[src/rtl/reg_window_pkg.sv]
`default_nettype none
// ============================================================================
// Module   : reg_window_pkg
// Brief    : Shared types and sizing for the register-window sequencer.
// Revision : 1.0 - initial release
// ============================================================================
package reg_window_pkg;

  localparam int WIN_W   = 2;
  localparam int NUM_WIN = 4;
  localparam int RES_MAX = 3;
  localparam int DATA_W  = 16;
  localparam int RES_W   = 2;

  typedef enum logic [2:0] {
    ST_IDLE     = 3'd0,
    ST_SPILL_RD = 3'd1,
    ST_SPILL_W0 = 3'd2,
    ST_SPILL_W1 = 3'd3,
    ST_FILL_R0  = 3'd4,
    ST_FILL_R1  = 3'd5
  } state_e;

  // Window arithmetic wraps modulo the number of windows; delta may be negative.
  function automatic logic [WIN_W-1:0] win_add(input logic [WIN_W-1:0] w, input int delta);
    return WIN_W'((int'(w) + delta + NUM_WIN) % NUM_WIN);
  endfunction

endpackage
`default_nettype wire

[src/rtl/spill_mem_if.sv]
`default_nettype none
// ============================================================================
// Module   : spill_mem_if
// Brief    : Single-transaction req/ack memory port shared by spill and fill.
// Revision : 1.0 - initial release
// ============================================================================
module spill_mem_if #(
  parameter int ADDR_W = 16,
  parameter int DATA_W = 16
) (
  input  logic              clk,
  input  logic              rst,
  input  logic              i_start,
  input  logic              i_we,
  input  logic [ADDR_W-1:0] i_addr,
  input  logic [DATA_W-1:0] i_wdata,
  input  logic              i_ack,
  output logic              o_req,
  output logic              o_we,
  output logic [ADDR_W-1:0] o_addr,
  output logic [DATA_W-1:0] o_wdata,
  output logic              o_xfer
);

  logic              req_q,   req_d;
  logic              we_q,    we_d;
  logic [ADDR_W-1:0] addr_q,  addr_d;
  logic [DATA_W-1:0] wdata_q, wdata_d;

  // A new request is only accepted while idle, so address and data stay
  // frozen for the whole time req is high.
  always_comb begin
    req_d   = req_q;
    we_d    = we_q;
    addr_d  = addr_q;
    wdata_d = wdata_q;
    if (req_q && i_ack) begin
      req_d = 1'b0;
    end else if (!req_q && i_start) begin
      req_d   = 1'b1;
      we_d    = i_we;
      addr_d  = i_addr;
      wdata_d = i_wdata;
    end
  end

  always_ff @(posedge clk) begin
    if (rst) begin
      req_q   <= 1'b0;
      we_q    <= 1'b0;
      addr_q  <= '0;
      wdata_q <= '0;
    end else begin
      req_q   <= req_d;
      we_q    <= we_d;
      addr_q  <= addr_d;
      wdata_q <= wdata_d;
    end
  end

  assign o_req   = req_q;
  assign o_we    = we_q;
  assign o_addr  = addr_q;
  assign o_wdata = wdata_q;
  assign o_xfer  = req_q & i_ack;

endmodule
`default_nettype wire

[src/rtl/reg_window_ctrl.sv]
`default_nettype none
// ============================================================================
// Module   : reg_window_ctrl
// Brief    : CALL/RET window sequencer with spill/fill to a memory stack.
// Revision : 1.0 - initial release
// ============================================================================
module reg_window_ctrl
  import reg_window_pkg::*;
#(
  parameter int                ADDR_W     = 16,
  parameter logic [ADDR_W-1:0] SPILL_BASE = 16'h0100,
  parameter int                MAX_SPILL  = 8
) (
  input  logic              clk,
  input  logic              rst,
  input  logic              call,
  input  logic              ret,
  output logic [WIN_W-1:0]  win,
  output logic              busy,
  output logic              done,
  output logic              err,
  output logic              rf_own,
  output logic [WIN_W-1:0]  rf_window,
  output logic [1:0]        rf_ri,
  output logic [1:0]        rf_rj,
  output logic              rf_we,
  output logic [DATA_W-1:0] rf_wdata,
  input  logic [DATA_W-1:0] rf_rdata1,
  input  logic [DATA_W-1:0] rf_rdata2,
  output logic              mem_req,
  output logic              mem_we,
  output logic [ADDR_W-1:0] mem_addr,
  output logic [DATA_W-1:0] mem_wdata,
  input  logic [DATA_W-1:0] mem_rdata,
  input  logic              mem_ack
);

  localparam int               CNT_W     = $clog2(MAX_SPILL + 1);
  localparam logic [CNT_W-1:0] SPILL_LIM = CNT_W'(MAX_SPILL);
  localparam logic [RES_W-1:0] RES_LIM   = RES_W'(RES_MAX);

  state_e             state_q,    state_d;
  logic [WIN_W-1:0]   win_q,      win_d;
  logic [RES_W-1:0]   resident_q, resident_d;
  logic [CNT_W-1:0]   spilled_q,  spilled_d;
  logic [ADDR_W-1:0]  sp_q,       sp_d;
  logic [DATA_W-1:0]  r0_q,       r0_d;
  logic [DATA_W-1:0]  r1_q,       r1_d;
  logic               done_q,     done_d;
  logic               err_q,      err_d;

  logic               mem_start;
  logic               mem_start_we;
  logic [ADDR_W-1:0]  mem_start_addr;
  logic [DATA_W-1:0]  mem_start_wdata;
  logic               mem_xfer;

  always_comb begin
    state_d         = state_q;
    win_d           = win_q;
    resident_d      = resident_q;
    spilled_d       = spilled_q;
    sp_d            = sp_q;
    r0_d            = r0_q;
    r1_d            = r1_q;
    done_d          = 1'b0;
    err_d           = 1'b0;
    mem_start       = 1'b0;
    mem_start_we    = 1'b0;
    mem_start_addr  = sp_q;
    mem_start_wdata = r0_q;
    rf_own          = 1'b0;
    rf_window       = '0;
    rf_ri           = 2'd0;
    rf_rj           = 2'd0;
    rf_we           = 1'b0;
    rf_wdata        = '0;

    case (state_q)
      ST_IDLE: begin
        if (call && ret) begin
          err_d = 1'b1;
        end else if (call) begin
          if (resident_q < RES_LIM) begin
            win_d      = win_add(win_q, 1);
            resident_d = resident_q + RES_W'(1);
            done_d     = 1'b1;
          end else if (spilled_q < SPILL_LIM) begin
            state_d = ST_SPILL_RD;
          end else begin
            err_d = 1'b1;
          end
        end else if (ret) begin
          if (resident_q > RES_W'(1)) begin
            win_d      = win_add(win_q, -1);
            resident_d = resident_q - RES_W'(1);
            done_d     = 1'b1;
          end else if (spilled_q != '0) begin
            sp_d    = sp_q - ADDR_W'(2);
            state_d = ST_FILL_R0;
          end else begin
            err_d = 1'b1;
          end
        end
      end

      // The oldest resident window is two behind; its R0/R1 are about to be
      // aliased by the R2/R3 of the window being entered.
      ST_SPILL_RD: begin
        rf_own    = 1'b1;
        rf_window = win_add(win_q, -2);
        rf_ri     = 2'd0;
        rf_rj     = 2'd1;
        r0_d      = rf_rdata1;
        r1_d      = rf_rdata2;
        state_d   = ST_SPILL_W0;
      end

      ST_SPILL_W0: begin
        mem_start       = !mem_req;
        mem_start_we    = 1'b1;
        mem_start_addr  = sp_q;
        mem_start_wdata = r0_q;
        if (mem_xfer) begin
          state_d = ST_SPILL_W1;
        end
      end

      ST_SPILL_W1: begin
        mem_start       = !mem_req;
        mem_start_we    = 1'b1;
        mem_start_addr  = sp_q + ADDR_W'(1);
        mem_start_wdata = r1_q;
        if (mem_xfer) begin
          sp_d      = sp_q + ADDR_W'(2);
          spilled_d = spilled_q + CNT_W'(1);
          win_d     = win_add(win_q, 1);
          done_d    = 1'b1;
          state_d   = ST_IDLE;
        end
      end

      ST_FILL_R0: begin
        mem_start      = !mem_req;
        mem_start_addr = sp_q;
        if (mem_xfer) begin
          rf_own    = 1'b1;
          rf_we     = 1'b1;
          rf_window = win_add(win_q, -1);
          rf_ri     = 2'd0;
          rf_wdata  = mem_rdata;
          state_d   = ST_FILL_R1;
        end
      end

      ST_FILL_R1: begin
        mem_start      = !mem_req;
        mem_start_addr = sp_q + ADDR_W'(1);
        if (mem_xfer) begin
          rf_own    = 1'b1;
          rf_we     = 1'b1;
          rf_window = win_add(win_q, -1);
          rf_ri     = 2'd1;
          rf_wdata  = mem_rdata;
          spilled_d = spilled_q - CNT_W'(1);
          win_d     = win_add(win_q, -1);
          done_d    = 1'b1;
          state_d   = ST_IDLE;
        end
      end

      default: begin
        state_d = ST_IDLE;
      end
    endcase
  end

  always_ff @(posedge clk) begin
    if (rst) begin
      state_q    <= ST_IDLE;
      win_q      <= '0;
      resident_q <= RES_W'(1);
      spilled_q  <= '0;
      sp_q       <= SPILL_BASE;
      r0_q       <= '0;
      r1_q       <= '0;
      done_q     <= 1'b0;
      err_q      <= 1'b0;
    end else begin
      state_q    <= state_d;
      win_q      <= win_d;
      resident_q <= resident_d;
      spilled_q  <= spilled_d;
      sp_q       <= sp_d;
      r0_q       <= r0_d;
      r1_q       <= r1_d;
      done_q     <= done_d;
      err_q      <= err_d;
    end
  end

  spill_mem_if #(
    .ADDR_W (ADDR_W),
    .DATA_W (DATA_W)
  ) u_mem_if (
    .clk     (clk),
    .rst     (rst),
    .i_start (mem_start),
    .i_we    (mem_start_we),
    .i_addr  (mem_start_addr),
    .i_wdata (mem_start_wdata),
    .i_ack   (mem_ack),
    .o_req   (mem_req),
    .o_we    (mem_we),
    .o_addr  (mem_addr),
    .o_wdata (mem_wdata),
    .o_xfer  (mem_xfer)
  );

  assign win  = win_q;
  assign busy = (state_q != ST_IDLE);
  assign done = done_q;
  assign err  = err_q;

endmodule
`default_nettype wire

[config.mk]
export PLATFORM = sky130hd
export DESIGN_NAME = reg_window_ctrl
export DESIGN_NICKNAME = d
export VERILOG_FILES = /design/src/rtl/reg_window_pkg.sv /design/src/rtl/spill_mem_if.sv /design/src/rtl/reg_window_ctrl.sv
export SDC_FILE = /design/constraint.sdc
export NUM_CORES = 1
export LEC_CHECK = 0
export ABC_AREA = 0
export ABC_CLOCK_PERIOD_IN_PS = 8119
export BUFFER_PORTS_ARGS = -buffer_cell sky130_fd_sc_hd__buf_2
export CAP_MARGIN = 10
export CORE_MARGIN = 1.5
export CORE_UTILIZATION = 57
export CTS_CLUSTER_DIAMETER = 30
export DETAILED_ROUTE_END_ITERATION = 12
export GPL_ROUTABILITY_DRIVEN = 0
export PLACE_DENSITY = 0.85
export SLEW_MARGIN = 20
export SYNTH_ARGS = -nofsm -noshare
export SYNTH_HDL_FRONTEND = slang
export SYNTH_SLANG_ARGS = --single-unit
[constraint.sdc]
create_clock -name clk -period 8.12 [get_ports clk]
set_input_delay 1.624 -clock clk [delete_from_list [all_inputs] [get_ports clk]]
set_output_delay 1.624 -clock clk [all_outputs]
set_load 0.005 [all_outputs]
* Yosys cells after proc, flatten, opt, wreduce, memory -nomap -nowiden
Cells that the tools add are included.
** Storage, ports and cells
- Word-level logic and storage cells :: 140
- Output and inout port bits :: 63
- Register bits :: 95
- Input bits :: 53
** Operators by class
- Reductions and logical operators :: 24
- Add/subtract/negate cells :: 13
- Mux-type cells :: 60
- Order comparisons :: 3
- Bitwise gates (word level) :: 4
- Equality and inequality tests :: 23
** Operator list (number)
- 16-bit 2-to-1 mux :: 10
- 16-bit one-hot mux with 2 select lines :: 1
- 3-bit 2-to-1 mux :: 10
- 2-bit 2-to-1 mux :: 12
- 3-bit inequality test (second input constant) :: 7
- 1-bit 2-to-1 mux :: 19
- 2-bit inequality test (second input constant) :: 9
- 16-bit by 1-bit adder with 16-bit output (second input constant) :: 1
- 16-bit by 2-bit adder with 16-bit output (second input constant) :: 1
- 16-bit by 2-bit subtractor with 16-bit output (second input constant) :: 1
- 3-bit one-hot mux with 5 select lines :: 1
- 7-bit AND reduction :: 2
- 2-bit by 1-bit adder with 2-bit output (second input constant) :: 6
- 2-bit OR reduction :: 5
- 9-bit AND reduction :: 1
- 4-bit 2-to-1 mux :: 2
- 4-bit one-hot mux with 2 select lines :: 1
- 2-bit nonzero test :: 4
- 3-bit by 2-bit == test with 1-bit output (second input constant) :: 2
- 3-bit == test (second input constant) :: 2
- 2-bit one-hot mux with 3 select lines :: 1
- 3-bit nonzero test :: 2
- 5-bit AND reduction :: 1
- 4-bit by 1-bit adder with 4-bit output (second input constant) :: 1
- other kinds (19) :: 25

* Logic depth before layout (Yosys ltp)
- Depth in word-level cells :: 7
- Mapped depth :: 12
- Depth with buffers taken out :: 11

* Cells and area by module
Synthesis repeated with hierarchy kept, for this count alone.
** Second synthesis, totals
- Cells, all modules :: 625
- Area, all modules :: 5213.8 µm²
** Modules (own cells, without submodules)
- reg_window_ctrl :: seq. area each 1201.2 µm², cells an instance 472, area each 3598.5 µm², times used 1
- spill_mem_if :: seq. area each 680.7 µm², cells an instance 153, area each 1615.3 µm², times used 1

* Least setup slack after synthesis
OpenSTA, ideal clock, no wires.
- Kind :: in2out
- Start :: in mem_ack
- End :: out rf_wdata[10]
- Required time :: 6496 ps
- Arrival time :: 2261 ps
- Stages on the path :: 4
- Path slack :: 4235 ps
- Buffers on the path :: 1
- Path through :: nand3_1 -> inv_1 -> clkbuf_1 -> and2_1
** Between the ends
- Word-level cells in the longest chain between the ends :: 3
** Ends and longest elaborated chain
- start: declaration :: RTL line reg_window_ctrl.sv:35 : input logic mem_ack
- 1-bit bitwise AND :: RTL line spill_mem_if.sv:65 : assign o_xfer = req_q & i_ack;
- 16-bit 2-to-1 mux :: RTL line reg_window_ctrl.sv:146, reg_window_ctrl.sv:159
- 16-bit 2-to-1 mux
- end: declaration :: RTL line reg_window_ctrl.sv:27 : output logic [DATA_W-1:0] rf_wdata,
Every way passes these cells.

* Worst setup path in the final report
- Start :: reg state_q[2]
- End :: out rf_window[1]
** Between the ends
- Word-level cells in the longest chain between the ends :: 3
- Elaborated cells on any way between the ends :: 5
- Classes of those cells :: eq/ne (3); mux (1); reduce/logical (1)
** Ends and longest elaborated chain
- start: declaration :: RTL line reg_window_ctrl.sv:42 : state_e state_q, state_d;
- start signal: assignment :: RTL line reg_window_ctrl.sv:190 : state_q <= state_d;
- 3-bit == test :: RTL line reg_window_ctrl.sv:79 : case (state_q)
- 2-bit OR reduction (no source line)
- 2-bit one-hot mux with 2 select lines (*) :: RTL line reg_window_ctrl.sv:79
- end: declaration :: RTL line reg_window_ctrl.sv:23 : output logic [WIN_W-1:0] rf_window,
Mark *: on every way between the ends. The rest lies on a longest branch, timed or not.

==> summary.txt <==
Detailed routing
  – Via/cell ratio: 5.438
  – Initial DRC Count: 234
  – Drt pass-1 iters: 5
  – WL/cell: 13.36 µm
  – Total vias in the final route: 4,171
  – Total wire length: 10,250 µm
  – Residual DRC: 0
  – ANT nets after route: 0

STA
  – RSZ-0062 raised after global routing: no
  – Final worst-path cycle share: 0.5507
  – Rel. slew slack: 0.3766
  – Fin crit period: 4471 ps
  – Slew @ Worst Pin: 929.4 ps
  – Skew final: 16.30 ps
  – Hold Vio Cnt, Final: 0
  – Final setup fails: 0
  – Max Slew Vio Count: 0
  – FMAX: 0.2236 GHz
  – Setup TNS: 0 ps

Setup path
  – CP endpoint kind: output pin
  – Worst setup path startpoint: state_q[2]
  – FF-to-FF Start: state_q[0]
  – Crit-path max FO: 35
  – Worst R2R Setup Slack: 4330 ps
  – CP endpoint: rf_window[1]
  – FF-to-FF path depth: 10
  – Critical path type: reg2out
  – Req. time, crit path: 6500 ps
  – Setup crit start kind: register
  – Critical path data arrival time: 2850 ps
  – Worst R2R End: sp_q[15]

Floorplanning
  – Die Wd: 91.84 µm
  – I/O Pins: 116
  – Std cell rows: 32
  – DIE HEIGHT: 91.84 µm
  – Die Area: 8434 µm²
  – Initial Util: 0.5851
  – Core area: 7687 µm²

GRT
  – Vias in the first global route: 3,774
  – Largest net degree at the start of global routing: 96
  – Tot GR Track Use: 0.2429
  – First-pass GRT wire length: 16,580 µm
  – GR Overflow Total: 0
  – Antenna violations before repair: 0

Pwr
  – Peak VDD IR: 0.1588 mV
  – Lkg Pwr: 2.251 nW
  – PD cells: 241.7 nW/µm²

Yosys
  – Gate count after technology mapping: 566
  – Top FF cell, synth: dfxtp_1
  – Mapped Avg Cell Area: 7.947 µm²
  – Post-synth EDFFs: 0
  – Synth warn: 0
  – Unique cell type count in the Yosys netlist: 51
  – Yosys top cell area share: 0.4184
  – Mapped Area: 4498 µm²
  – Synth area leader: dfxtp_1
  – #FFs+latches synth: 94
  – Post-synth ARST share: 0
  – Synth top area cells: dfxtp_1 42%, nand2_1 12%, a21oi_1 7.7%
  – Seq/Total Area, Yosys: 0.4184

Cells and area
  – Area Overhead vs Synth: 18.08%
  – Final instance area: 5311 µm²
  – Non-filler cells, final: 767
  – # fillers: 661
  – Final-stage net count: 737
  – Layout cells sized above 1: 0.2105
  – Antenna diodes: 0

Placed design
  – DP Cell Count: 750
  – Hpwl dp: 6936 µm
  – I/O Buffers: 113
  – Placed cell areas: 5064 µm²

Clock network
  – Post_cts resized: 0
  – TritonCTS Buffers: 9
  – Post-CTS Repair Setup Buffers: 0
  – CTS root buffer: clkbuf_8
  – Deepest clock path buffer count: 2
  – Insertion delay to the later sink of the worst-skew pair: 360 ps
  – Clock Sinks: 94
  – Hold Buf Count CTS: 0
  – CTS clk-pin slew, worst paths: 90 ps
  – CTS tree: built
  – Htree depth: 3

Hold path
  – Hold Crit Class: reg2reg

Status
  – Outcome: finished clean

Job
  – Max-Cap Viols: 0
-- per-stage QoR --
stage / utilization / hold slack, ps / total power [mW] / setup WS (ps)
after CTS: 0.6883 / 456.4 / 1.272 / 3665
after global placement: 0.6587 / 438.1 / 0.9082 / 3997
after detailed placement: 0.6587 / 444.5 / 0.9239 / 3945
after global routing: 0.6909 / 474.9 / 1.355 / 3364
final: 0.6909 / 455.8 / 1.284 / 3649
after floorplan: - / 436.6 / 0.8078 / 4235
-- layout by cell type, fill, tap and decap left out, types with 3 or more instances in the layout --
cell type / synthesis / final
a211oi_1: 3 / 3
a21o_1: 6 / 6
a21oi_1: 69 / 69
a311oi_1: 16 / 16
a31oi_1: 7 / 7
and2_1: 18 / 18
buf_2: 3 / 113
clkbuf_8: 0 / 9
dfxtp_1: 94 / 94
ha_1: 22 / 22
inv_1: 11 / 11
inv_2: 3 / 3
mux2i_1: 6 / 6
nand2_1: 146 / 146
nand2b_1: 5 / 5
nand3_1: 8 / 8
nor2_1: 46 / 46
nor3_1: 5 / 5
nor4_1: 3 / 3
o21ai_0: 9 / 9
xnor2_1: 10 / 10
xor2_1: 12 / 12
-- cells in the mapped netlist, drive strengths merged (3+ instances only) --
cell,n
nor2b,3
nand2,146
o21ai,10
dfxtp,94
mux2i,6
nand2b,5
xor2,12
ha,22
nor4,3
a31oi,7
and2,19
nand3,9
buf,14
a311oi,16
nor3,6
nor2,46
xnor2,10
a211oi,3
inv,14
a21o,6
clkbuf,20
a21oi,69
-- worst max-delay path: stages, from the launching register on --
cell,delay (ps)
dfxtp_1,540
nor2_1,90
nand2_1,80
buf_4,330
clkinv_1,820
nor3_1,420
a21oi_1,60
buf_2,130
-- power by group --
| part | internal (mW) | switching (mW) |
|---|---|---|
| logic | 0.143 | 0.213 |
| clock network | 0.178 | 0.176 |
| registers | 0.524 | 0.0486 |
| total | 0.845 | 0.438 |
-- layer usage --
metal  share of wire  track usage  up-vias
met2            0.50       0.4391      151
met1            0.41       0.2861     1916
li1                -            -     2089
met3           0.068      0.04975       15
met5               0            0        -
met4           0.017      0.07949        0
-- final cells by class --
class | instances | area [µm²] | area share
multi-input combinational | 424 | 2417 | 0.4551
sequential | 94 | 1882 | 0.3543
timing repair buffer | 116 | 600.6 | 0.1131
tap | 102 | 127.6 | 0.02403
clock buffer | 9 | 123.9 | 0.02332
clock inverter | 7 | 103.9 | 0.01955
inverter | 15 | 56.30 | 0.01060
-- flip-flops by register name, indices dropped and copies added (netlist names) --
signal and flops:
r0_q 16, r1_q 16, u_mem_if.o_addr 16, u_mem_if.o_wdata 16, sp_q 15, spilled_q 4, state_q 3, resident_q 2
win 2, done 1, err 1, u_mem_if.o_req 1, u_mem_if.o_we 1
-- worst min-delay path by stage --
stage	startpoint	end	slack, ps	depth (start not counted)
6_report	u_mem_if.o_addr[4]	u_mem_if.o_addr[4]	460	2
5_1_grt	r0_q[7]	r0_q[7]	470	2
4_1_cts	u_mem_if.o_addr[4]	u_mem_if.o_addr[4]	460	2
3_5_place_dp	u_mem_if.o_addr[4]	u_mem_if.o_addr[4]	440	2
3_3_place_gp	u_mem_if.o_addr[9]	u_mem_if.o_addr[9]	440	2
2_1_floorplan	r0_q[0]	r0_q[0]	440	2
-- kinds of logic after synthesis --
kind of cell,after synthesis,share of synthesized area
xor gates and xnor gates,22,0.04284
other,1,0.0008337
DFF,94,0.4184
and+or+nand+nor,246,0.2384
muxes,7,0.01586
adders and majority gates,24,0.07010
buffers and inverters,49,0.04673
AOI/OAI and AO/OA,123,0.1669
(Power assumes the default switching activity.)
